### src/rtl/la_pkg.sv
// Shared types and constants for the logic analyzer pattern path.
package la_pkg;

    localparam int DATA_W    = 8;
    localparam int DEF_DEPTH = 16;
    localparam int DEF_AW    = 4;
    localparam int DEF_HW    = 4;

    // Playback controller states.
    typedef enum logic {
        IDLE = 1'b0,
        PLAY = 1'b1
    } state_t;

    // One table entry: the value to drive and how many extra cycles to hold it.
    typedef struct packed {
        logic [DATA_W-1:0] data;
        logic [DEF_HW-1:0] hold;
    } entry_t;

endpackage

### src/rtl/pattern_table.sv
// Register-array pattern storage: one write port, one combinational read port.
// A synchronous reset clears every entry to value 0, hold 0.
module pattern_table
    import la_pkg::*;
#(
    parameter int DEPTH = DEF_DEPTH,
    parameter int AW    = DEF_AW,
    parameter int HW    = DEF_HW
) (
    input  logic              clk,
    input  logic              rst,
    input  logic              wr_en,
    input  logic [AW-1:0]     wr_addr,
    input  logic [DATA_W-1:0] wr_data,
    input  logic [HW-1:0]     wr_hold,
    input  logic [AW-1:0]     rd_addr,
    output logic [DATA_W-1:0] rd_data,
    output logic [HW-1:0]     rd_hold
);

    logic [DATA_W-1:0] data_mem [DEPTH];
    logic [HW-1:0]     hold_mem [DEPTH];

    // Storage update: full clear on reset, otherwise a single-entry write.
    always_ff @(posedge clk) begin
        if (rst) begin
            for (int i = 0; i < DEPTH; i++) begin
                data_mem[i] <= '0;
                hold_mem[i] <= '0;
            end
        end else if (wr_en) begin
            data_mem[wr_addr] <= wr_data;
            hold_mem[wr_addr] <= wr_hold;
        end
    end

    // Asynchronous read so the controller can load the next entry in the same cycle.
    always_comb begin
        rd_data = data_mem[rd_addr];
        rd_hold = hold_mem[rd_addr];
    end

endmodule

### src/rtl/pattern_generator.sv
// Pattern generator: replays the programmed table onto out_data, holding each
// entry for hold+1 cycles, single-shot or looped, with a per-pass marker.
//
// Handshake: there is no backpressure. out_valid qualifies out_data on every
// cycle it is high; marker and done are single-cycle pulses aligned with the
// data they describe. start is a level sampled only in IDLE, stop is a level
// that wins over start and over any advance or wrap.
module pattern_generator
    import la_pkg::*;
#(
    parameter int DEPTH = DEF_DEPTH,
    parameter int AW    = DEF_AW,
    parameter int HW    = DEF_HW
) (
    input  logic              clk,
    input  logic              rst,
    input  logic              wr_en,
    input  logic [AW-1:0]     wr_addr,
    input  logic [DATA_W-1:0] wr_data,
    input  logic [HW-1:0]     wr_hold,
    input  logic [AW-1:0]     last_idx,
    input  logic              loop,
    input  logic              start,
    input  logic              stop,
    output logic [DATA_W-1:0] out_data,
    output logic              out_valid,
    output logic              marker,
    output logic              busy,
    output logic              done,
    output state_t            dbg_state
);

    state_t            state_q, state_d;
    logic [AW-1:0]     idx_q, idx_d;
    logic [HW-1:0]     hold_q, hold_d;
    logic [AW-1:0]     last_q, last_d;
    logic              loop_q, loop_d;
    logic [DATA_W-1:0] data_d;
    logic              valid_d, marker_d, busy_d, done_d;

    logic              tbl_we;
    logic [AW-1:0]     rd_addr;
    logic [DATA_W-1:0] rd_data;
    logic [HW-1:0]     rd_hold;
    logic              at_last;

    // The table is frozen while playing; writes are only accepted in IDLE.
    assign tbl_we    = wr_en && (state_q == IDLE);
    assign at_last   = (idx_q == last_q);
    assign dbg_state = state_q;

    // Read address: entry 0 when starting or wrapping, otherwise the next entry.
    always_comb begin
        rd_addr = '0;
        if (state_q == PLAY && !at_last) begin
            rd_addr = idx_q + AW'(1);
        end
    end

    pattern_table #(
        .DEPTH (DEPTH),
        .AW    (AW),
        .HW    (HW)
    ) u_table (
        .clk     (clk),
        .rst     (rst),
        .wr_en   (tbl_we),
        .wr_addr (wr_addr),
        .wr_data (wr_data),
        .wr_hold (wr_hold),
        .rd_addr (rd_addr),
        .rd_data (rd_data),
        .rd_hold (rd_hold)
    );

    // Next-state, counters and registered-output values.
    always_comb begin
        state_d  = state_q;
        idx_d    = idx_q;
        hold_d   = hold_q;
        last_d   = last_q;
        loop_d   = loop_q;
        data_d   = out_data;
        valid_d  = out_valid;
        busy_d   = busy;
        marker_d = 1'b0;
        done_d   = 1'b0;

        case (state_q)
            IDLE: begin
                valid_d = 1'b0;
                busy_d  = 1'b0;
                if (start && !stop) begin
                    state_d  = PLAY;
                    last_d   = last_idx;
                    loop_d   = loop;
                    idx_d    = '0;
                    hold_d   = rd_hold;
                    data_d   = rd_data;
                    valid_d  = 1'b1;
                    busy_d   = 1'b1;
                    marker_d = 1'b1;
                end
            end

            PLAY: begin
                if (stop) begin
                    // Abort: out_data keeps its last value.
                    state_d = IDLE;
                    valid_d = 1'b0;
                    busy_d  = 1'b0;
                end else if (hold_q != '0) begin
                    hold_d = hold_q - HW'(1);
                end else if (!at_last) begin
                    idx_d  = idx_q + AW'(1);
                    hold_d = rd_hold;
                    data_d = rd_data;
                end else if (loop_q) begin
                    // Wrap straight into entry 0 with no gap cycle.
                    idx_d    = '0;
                    hold_d   = rd_hold;
                    data_d   = rd_data;
                    marker_d = 1'b1;
                end else begin
                    state_d = IDLE;
                    valid_d = 1'b0;
                    busy_d  = 1'b0;
                    done_d  = 1'b1;
                end
            end

            default: begin
                state_d = IDLE;
                valid_d = 1'b0;
                busy_d  = 1'b0;
            end
        endcase
    end

    // State, counters and all outputs are registered.
    always_ff @(posedge clk) begin
        if (rst) begin
            state_q   <= IDLE;
            idx_q     <= '0;
            hold_q    <= '0;
            last_q    <= '0;
            loop_q    <= 1'b0;
            out_data  <= '0;
            out_valid <= 1'b0;
            marker    <= 1'b0;
            busy      <= 1'b0;
            done      <= 1'b0;
        end else begin
            state_q   <= state_d;
            idx_q     <= idx_d;
            hold_q    <= hold_d;
            last_q    <= last_d;
            loop_q    <= loop_d;
            out_data  <= data_d;
            out_valid <= valid_d;
            marker    <= marker_d;
            busy      <= busy_d;
            done      <= done_d;
        end
    end

endmodule

### config.mk
export PLATFORM = sky130hd
export DESIGN_NAME = pattern_generator
export DESIGN_NICKNAME = d
export VERILOG_FILES = /design/src/rtl/la_pkg.sv /design/src/rtl/pattern_table.sv /design/src/rtl/pattern_generator.sv
export SDC_FILE = /design/constraint.sdc
export NUM_CORES = 1
export LEC_CHECK = 0
export BUFFER_PORTS_ARGS = -buffer_cell sky130_fd_sc_hd__buf_2
export CAP_MARGIN = 20
export CORE_MARGIN = 2
export CORE_UTILIZATION = 55
export CTS_CLUSTER_SIZE = 40
export DETAILED_ROUTE_END_ITERATION = 10
export PLACE_DENSITY = 0.81
export RECOVER_POWER = 100
export SLEW_MARGIN = 40
export SYNTH_ARGS = -nofsm -noshare
export SYNTH_HDL_FRONTEND = slang
export SYNTH_SLANG_ARGS = --single-unit
export TNS_END_PERCENT = 10
### constraint.sdc
create_clock -name clk -period 3.8 [get_ports clk]
set_input_delay 1.14 -clock clk [delete_from_list [all_inputs] [get_ports clk]]
set_output_delay 1.14 -clock clk [all_outputs]
set_load 0.02 [all_outputs]
==> results of run 1 <==
[state kept, by name, summed over array words and instances, names as in the netlist]
| signal | cells |
|---|---|
| u_table.data_mem | 128 |
| u_table.hold_mem | 64 |
| out_data | 8 |
| hold_q | 4 |
| idx_q | 4 |
| last_q | 4 |
| busy | 1 |
| dbg_state | 1 |
| done | 1 |
| loop_q | 1 |
| marker | 1 |
[cell usage in the layout, fill, tap and decap left out, drive strengths merged, types with 13 or more instances in the layout]
cell type	Yosys	layout
or2	17	17
o221ai	15	15
nor3	13	13
a21oi	38	38
and2	192	192
edfxtp	192	192
dfxtp	25	25
nand2	42	42
nand3	18	18
o21ai	21	21
clkbuf	44	64
buf	20	41
mux2i	43	43
nor2	51	51
[final cells by class]
class | count | area (µm²)
Timing Repair Buffer | 74 | 372
Clock inverter | 9 | 148
Clock buffer | 31 | 606
Fill cell | 1460 | 7110
Sequential cell | 217 | 6270
Inverter | 5 | 18.8
Tap cell | 234 | 293
Multi-Input combinational cell | 577 | 3830
[routing by layer]
metal,global-route usage [%],up-vias
met5,0,-
met4,11.1,0
met3,5.33,68
met2,44.5,371
met1,39.1,3518
li1,-,3208
[cells by family (layout without fill, tap and decap cells)]
| group | after synthesis | in the layout | synth area share [%] |
|---|---|---|---|
| multiplexers | 56 | 56 | 5.76 |
| adder cells (fa/ha/maj) | 2 | 2 | 0.240 |
| AND/OR/NAND/NOR | 360 | 360 | 19.3 |
| AO/OA/AOI/OAI | 151 | 151 | 10.7 |
| flip-flops | 217 | 217 | 60.2 |
| XOR/XNOR | 8 | 8 | 1.03 |
| buffers and inverters | 69 | 119 | 2.75 |
[how the worst max path moves through the flow]
| stage | start | endpoint | slack, ns | cells after the start |
|---|---|---|---|---|
| 4_1_cts | idx_q[0] | out_data[5] | 0.95 | 9 |
| 3_3_place_gp | rst | u_table.data_mem[1][4] | 0.86 | 8 |
| 3_5_place_dp | rst | u_table.data_mem[1][6] | 0.83 | 8 |
| 2_1_floorplan | stop | hold_q[1] | 1.08 | 8 |
| 6_report | idx_q[3] | out_data[5] | 0.54 | 7 |
| 5_1_grt | idx_q[3] | hold_q[1] | 0.41 | 7 |
[metrics by stage]
stage / hold WS (ns) / instances / utilization (%) / setup WS, ns
3_3_place_gp: 0.458 / 1106 / 58.4 / 0.864
3_5_place_dp: 0.464 / 1107 / 58.5 / 0.830
5_1_grt: 0.488 / 1147 / 61.9 / 0.408
6_report: 0.479 / 1147 / 61.9 / 0.541
4_1_cts: 0.479 / 1147 / 62.5 / 0.953
2_1_floorplan: 0.441 / 863 / - / 1.08
[critical path: cells and delay by family (launching register included)]
family	cells	cell delay, ns
and+or+nand+nor	2	1.52
AOI/OAI and AO/OA	3	0.56
DFF	1	0.57
buffers and inverters	1	0.29
xor gates and xnor gates	1	0.21
[report_power, final]
| group | leakage (nW) | internal (W) | switching [W] |
|---|---|---|---|
| sequential | 2.26 | 0.00267 | 0.0000326 |
| combinational | 1.38 | 0.0000883 | 0.000224 |
| clock | 0.367 | 0.00139 | 0.000908 |
==> flow_metrics.env, run 1 <==
export IMPL_status="complete, no violations"
export IMPL_synth_avg_cell_area_um2=12.1
export IMPL_hold_path_class="reg -> reg"
export IMPL_num_io_pins=39
export IMPL_ys_flop_type="edfxtp_1"
export IMPL_met3_length_um=2400
export IMPL_port_buffers=38
export IMPL_cp_cell_sequence="xor2_2 > nor4_1 > buf_4 > a21oi_1 > nand2b_1 > a31oi_1 > a32o_1"
export IMPL_num_rows=50
export IMPL_hold_viol=0
export IMPL_post_cts_buffers=0
export IMPL_die_x_um=142
export IMPL_drive_gt1_share_pct=11.0
export IMPL_syn_nets=891
export IMPL_antennaDiodeCount=0
export IMPL_postSynthCellCount=863
export IMPL_antenna_found_initial=0
export IMPL_setup_viol=0
export IMPL_grt_pass1_wl_um=42300
export IMPL_die_h_um=142
export IMPL_clk_pin_slew_ns=0.06
export IMPL_drv_slew=0
export IMPL_wl_per_cell_um=24.2
export IMPL_tightest_slew_ns=1.31
export IMPL_holdBufCountCts=0
export IMPL_track_usage_pct=28.2
export IMPL_cts_tree="done"
export IMPL_min_from="out_data[4]"
export IMPL_reg2reg_slack_ns=0.54
export IMPL_grt_pass1_vias=7205
export IMPL_p_leak_nw=4.01
export IMPL_clock_latency_ns=0.51
export IMPL_cts_sinks=217
export IMPL_gp_congestion=0.992
export IMPL_synth_top_cell_by_area="edfxtp_1"
export IMPL_wirelength_um=27800
export IMPL_design_core_area_um2=18600
export IMPL_hold_depth=1
export IMPL_crit_required_ns=4.21
export IMPL_min_period_ns=3.26
export IMPL_worst_r2r_endpoint="out_data[5]"
export IMPL_fmax_mhz=307
export IMPL_critPathKind="reg -> reg"
export IMPL_synthTopCellsByArea="edfxtp_1 (55%), and2_1 (12%), dfxtp_1 (4.8%)"
export IMPL_drc=0
export IMPL_total_power_w=0.00531
export IMPL_crit_slowest_cell="nor4_1"
export IMPL_numCtsBuffers=23
export IMPL_first_pass_iters=5
export IMPL_clockRootBuffer="clkbuf_16"
export IMPL_cts_resized=0
export IMPL_ant_nets=0
export IMPL_vdd_ir_drop_worst_mv=0.272
export IMPL_ys_ff_latch=217
export IMPL_design_die_area_um2=20100
export IMPL_rsz0062_at_grt="false"
export IMPL_relSlewSlack_pct=11.5
export IMPL_grt_max_degree=37
export IMPL_ys_async_sr_fraction_pct=0
export IMPL_yosysSeqAreaShare_pct=60.2
export IMPL_dp_hpwl_um=18500
export IMPL_hold_path_end="out_data[4]"
export IMPL_highest_layer="met4"
export IMPL_reg2reg_depth=7
export IMPL_synth_top_area_share_pct=55.4
export IMPL_synth_common_cells="and2_1 (192), edfxtp_1 (192), nor2_1 (50)"
export IMPL_tns_ns=0
export IMPL_wl_met1_um=11300
export IMPL_wl_met2_um=12900
export IMPL_power_density_nw_per_um2=460
export IMPL_drt_initial_drc_count=897
export IMPL_fin_nets=926
export IMPL_max_cap_viol_count=0
export IMPL_synth_cell_types=61
export IMPL_vias_per_cell=6.25
export IMPL_cp_start_kind="flop"
export IMPL_synth_area_um2=10400
export IMPL_grt_ovfl_total=0
export IMPL_crit_arrival_ns=3.67
export IMPL_syn2layout_area_growth_pct=10.7
export IMPL_period_share_pct=85.8
export IMPL_critPathMaxStageDelay_ns=1.12
export IMPL_initial_core_util_pct=55.9
export IMPL_crit_path_end_kind="flop"
export IMPL_via_count=7165
export IMPL_cp_max_fo=9
export IMPL_cts_path_max_buffers=3
export IMPL_r2r_start="idx_q[3]"
export IMPL_htree_levels=1
export IMPL_dpl_cell_area_um2=10900
export IMPL_yosysWarnings=0
export IMPL_synth_edf_count=192
export IMPL_finClkSkew_ns=0.00976
export IMPL_finish_instance_area_um2=11500
Power figures use the tool's default switching activity.
==> inputs of run 2 (changes only) <==
==> constraint.sdc (replaced) <==
create_clock -name clk -period 3.8 [get_ports clk]
set_input_delay 0.76 -clock clk [delete_from_list [all_inputs] [get_ports clk]]
set_output_delay 0.76 -clock clk [all_outputs]
set_load 0.02 [all_outputs]
==> run 2 against run 1 <==
  * Die area unchanged
  * Flip-flop and latch count unchanged
  * Routed wire length up 0.23%
  * Sequential share of layout area up 0.41 points
  * Hold slack better by 0.0077 ns
  * Final cell count down 0.61%
  * Final area down 0.75%
  * Register-to-register slack better by 0.08 ns
  * First-iteration DRC count up 4.5%
  * Non-clock buffer count down 8
  * Utilization down 0.46 points
==> flow_metrics.env, run 2 (synthesis gave the netlist of run 1 again) <==
export IMPL_status="complete, no violations"
export IMPL_layout_setup_ws_ns=0.620
export IMPL_fmax_mhz=314
export IMPL_grt_pass1_vias=6876
export IMPL_place_ws_ns=1.00
export IMPL_critPathKind="reg -> reg"
export IMPL_crit_path_end_kind="flop"
export IMPL_cp_max_fo=17
export IMPL_wirelength_um=27900
export IMPL_layout_commonest_cell="edfxtp_1"
export IMPL_vias_per_cell=6.23
export IMPL_max_cap_viol_count=0
export IMPL_numCtsBuffers=23
export IMPL_clk_pin_slew_ns=0.06
export IMPL_wl_per_cell_um=24.5
export IMPL_min_period_ns=3.18
export IMPL_drv_slew=0
export IMPL_relSlewSlack_pct=27.8
export IMPL_crit_slowest_cell="nor3_1"
export IMPL_initial_core_util_pct=55.9
export IMPL_crit_required_ns=4.16
export IMPL_grt_pass1_wl_um=42000
export IMPL_rsz0062_at_grt="false"
export IMPL_cts_sinks=217
export IMPL_design_die_area_um2=20100
export IMPL_holdBufCountCts=0
export IMPL_num_io_pins=39
export IMPL_cts_path_max_buffers=3
export IMPL_gp_congestion=1.04
export IMPL_cts_resized=0
export IMPL_largest_register_ffs=128
export IMPL_vdd_ir_drop_worst_mv=0.287
export IMPL_post_cts_buffers=0
export IMPL_cp_cell_sequence="xor2_1 > o41ai_4 > nor3_1 > o211ai_1 > o21ai_0 > o32ai_1"
export IMPL_dp_hpwl_um=18600
export IMPL_die_x_um=142
export IMPL_grt_ovfl_total=0
export IMPL_cts_tree="done"
export IMPL_clock_latency_ns=0.52
export IMPL_p_leak_nw=3.97
export IMPL_design_core_area_um2=18600
export IMPL_via_count=7102
export IMPL_grt_max_degree=44
export IMPL_hold_viol=0
export IMPL_first_pass_iters=6
export IMPL_cp_num_buf_inv=0
export IMPL_tightest_slew_ns=1.08
export IMPL_num_rows=50
export IMPL_critPathMaxStageDelay_ns=0.80
export IMPL_largest_register="u_table.data_mem"
export IMPL_hold_path_class="in -> reg"
export IMPL_htree_levels=1
export IMPL_largest_registers="u_table.data_mem (128), u_table.hold_mem (64), out_data (8)"
export IMPL_drc=0
export IMPL_ant_nets=0
export IMPL_fin_nets=918
export IMPL_mostFrequentLayoutCells="edfxtp_1 (192), and2_0 (111), and2_1 (81)"
export IMPL_syn2layout_area_growth_pct=9.91
export IMPL_cp_start_kind="flop"
export IMPL_tns_ns=0
export IMPL_drive_gt1_share_pct=10.8
export IMPL_power_density_nw_per_um2=450
export IMPL_finClkSkew_ns=0.0108
export IMPL_port_buffers=38
export IMPL_antenna_found_initial=0
export IMPL_crit_arrival_ns=3.54
export IMPL_track_usage_pct=28.4
export IMPL_drt_initial_drc_count=937
export IMPL_crit_family="compound AO/OA/AOI/OAI gates"
export IMPL_setup_viol=0
export IMPL_period_share_pct=83.7
export IMPL_die_h_um=142
export IMPL_clockRootBuffer="clkbuf_16"
-- run 2: cell count changes in the layout (fill, tap and decap cells not counted), sizes merged --
cell,previous run,this run
clkbuf,64,57
buf,41,38
bufinv,4,1
clkinv,4,7
clkinvlp,0,2
diode,0,1
-- run 2: final timing paths --
kind	endpoint	cells past startpoint	slack (ns)	from
worst max-delay path	hold_q[0]	6	0.62	idx_q[0]
worst min-delay path	last_q[2]	3	0.49	last_idx[2]
worst max register to register	hold_q[0]	6	0.62	idx_q[0]
worst min register to register	done	1	0.49	loop_q
-- run 2: report_power, final --
group / internal [W] / switching [W] / total [W]
combinational: 0.0000871 / 0.000225 / 0.000312
sequential: 0.00267 / 0.0000359 / 0.00270
clock: 0.00120 / 0.000930 / 0.00213
-- run 2: area by class of cell --
| class | instances | area [µm²] |
|---|---|---|
| Fill cell | 1465 | 7200 |
| Sequential cell | 217 | 6270 |
| Multi-Input combinational cell | 577 | 3840 |
| Clock buffer | 29 | 608 |
| Timing Repair Buffer | 66 | 328 |
| Tap cell | 234 | 293 |
| Clock inverter | 11 | 91.3 |
| Inverter | 5 | 18.8 |
| Antenna cell | 1 | 2.50 |
-- run 2: through the flow --
step	hold WS [ns]	utilization, %	area (µm²)	power (W)	cells
after global placement	0.458	58.1	10800	0.00305	1098
after CTS	0.484	61.9	11500	0.00515	1139
after detailed placement	0.475	58.1	10800	0.00306	1099
after global routing	0.513	61.4	11400	0.00527	1139
final	0.487	61.4	11400	0.00515	1140
after floorplan	0.441	-	10400	0.00292	863
-- run 2: metal layers --
| metal | track usage, % | vias up | wire length [µm] |
|---|---|---|---|
| met2 | 43.8 | 374 | 12600 |
| met5 | 0 | - | 0 |
| met1 | 39.2 | 3468 | 11400 |
| met4 | 10.3 | 0 | 1010 |
| met3 | 7.66 | 70 | 2790 |
| li1 | - | 3190 | - |
-- run 2: tightest hold or removal path, cell delays in order --
cell and delay [ns]:
buf_2 0.08, mux2i_1 0.05, nor2_1 0.07
==> inputs of run 3 (changes only) <==
- clock period: 3.8 -> 3.35 ns (I/O delays scaled with it)
==> run 3 against run 2 <==
  * Utilization up 0.65 points
  * Sequential power up 13%
  * Flip-flop and latch count unchanged
  * Fmax up 7.6%
  * Die area unchanged
  * Critical path depth up 1
  * Hold slack worse by 0.082 ns
  * Global-route usage down 2.0 points
  * Final area up 1.1%
  * Routed wire length down 5.3%
==> flow_metrics.env, run 3 (synthesis gave the netlist of run 1 again) <==
export IMPL_hold_viol=0
export IMPL_grt_ovfl_total=0
export IMPL_drt_initial_drc_count=995
export IMPL_fin_nets=926
export IMPL_cp_max_fo=26
export IMPL_r2r_start="idx_q[3]"
export IMPL_cts_path_max_buffers=3
export IMPL_max_cap_viol_count=0
export IMPL_num_io_pins=39
export IMPL_post_cts_buffers=0
export IMPL_num_rows=50
export IMPL_tightest_slew_ns=1.14
export IMPL_design_die_area_um2=20100
export IMPL_critPathKind="reg -> reg"
export IMPL_cts_tree="done"
export IMPL_min_from="loop"
export IMPL_drive_gt1_share_pct=12.8
export IMPL_regArea_um2=6270
export IMPL_cts_sinks=217
export IMPL_cts_resized=0
export IMPL_crit_required_ns=3.72
export IMPL_track_usage_pct=26.4
export IMPL_final_cell_count_no_fill=1150
export IMPL_dpl_cell_count=1105
export IMPL_grt_pass1_wl_um=39800
export IMPL_clockRootBuffer="clkbuf_16"
export IMPL_layout_commonest_cell="edfxtp_1"
export IMPL_worst_r2r_endpoint="hold_q[0]"
export IMPL_clk_pin_slew_ns=0.06
export IMPL_total_power_w=0.00599
export IMPL_drc=0
export IMPL_period_share_pct=88.2
export IMPL_finClkSkew_ns=0.0180
export IMPL_power_density_nw_per_um2=518
export IMPL_reg2reg_depth=7
export IMPL_crit_path_end_kind="flop"
export IMPL_rsz0062_at_grt="false"
export IMPL_antennaDiodeCount=0
export IMPL_final_util_pct=62.0
export IMPL_setup_viol=0
export IMPL_mostFrequentLayoutCells="edfxtp_1 (192), and2_0 (99), and2_1 (93)"
export IMPL_hold_path_end="loop_q"
export IMPL_met3_usage_pct=4.52
export IMPL_min_period_ns=2.96
export IMPL_largest_register_ffs=128
export IMPL_multi_input_area_um2=3830
export IMPL_syn2layout_area_growth_pct=11.1
export IMPL_vias_per_cell=6.19
export IMPL_vdd_ir_drop_worst_mv=0.426
export IMPL_dp_hpwl_um=17300
export IMPL_hold_depth=3
export IMPL_initial_core_util_pct=55.9
export IMPL_drv_slew=0
export IMPL_tns_ns=0
export IMPL_p_leak_nw=4.07
export IMPL_port_buffers=38
export IMPL_reg2reg_slack_ns=0.39
export IMPL_die_h_um=142
export IMPL_antenna_found_initial=0
export IMPL_grt_pass1_vias=6789
export IMPL_ant_nets=0
export IMPL_n_fill_cell=1424
export IMPL_largest_register="u_table.data_mem"
export IMPL_busiest_layer="met2"
export IMPL_gp_congestion=0.985
export IMPL_cp_start_kind="flop"
export IMPL_clock_latency_ns=0.52
export IMPL_first_pass_iters=5
export IMPL_wl_per_cell_um=22.9
export IMPL_grtUsageMet2_pct=40.6
export IMPL_relSlewSlack_pct=23.9
export IMPL_wirelength_um=26400
export IMPL_htree_levels=1
export IMPL_holdBufCountCts=0
export IMPL_hold_path_class="in -> reg"
export IMPL_holdWs_ns=0.405
export IMPL_crit_arrival_ns=3.32
export IMPL_fmax_mhz=338
export IMPL_largest_registers="u_table.data_mem (128), u_table.hold_mem (64), out_data (8)"
export IMPL_die_x_um=142
export IMPL_status="complete, no violations"
export IMPL_numCtsBuffers=24
export IMPL_grt_max_degree=37
export IMPL_via_count=7117
export IMPL_gr_usage_met1_pct=38.4
export IMPL_design_core_area_um2=18600
-- run 3: critical path, stage by stage, from the launching register on --
cell	delay [ns]
dfxtp_1	0.56
xor2_1	0.49
o41ai_1	0.20
buf_4	0.27
nor3_2	0.61
o211ai_1	0.18
o21ai_0	0.34
o32ai_1	0.15
-- run 3: metrics by stage --
step	area, µm²	setup slack (ns)
2_1_floorplan	10400	1.10
3_3_place_gp	10900	0.695
3_5_place_dp	10900	0.606
4_1_cts	11700	0.582
5_1_grt	11600	0.245
6_report	11600	0.394
-- run 3: area by class of cell --
type                            count  area share [%]
Clock buffer                       31            5.95
Timing Repair Buffer               73            3.22
Multi-Input combinational cell    577            33.1
Inverter                            5           0.162
Tap cell                          234            2.53
Sequential cell                   217            54.2
Clock inverter                     13           0.855
-- run 3: worst max-delay path by stage --
stage,from,to,slack [ns]
after floorplan,stop,hold_q[1],1.10
after global placement,idx_q[3],hold_q[0],0.70
after detailed placement,idx_q[3],out_data[4],0.61
after CTS,idx_q[3],hold_q[0],0.58
after global routing,idx_q[3],hold_q[0],0.25
final,idx_q[3],hold_q[0],0.39
-- run 3: metal layers --
metal / up-vias / routed length (µm)
met5: - / 0
met4: 0 / 927
met3: 68 / 2680
met2: 410 / 11700
met1: 3425 / 11100
li1: 3214 / -
-- run 3: where the power goes --
group          internal [W]  switching (W)
logic              0.000102       0.000251
registers           0.00302      0.0000344
clock network       0.00153        0.00106
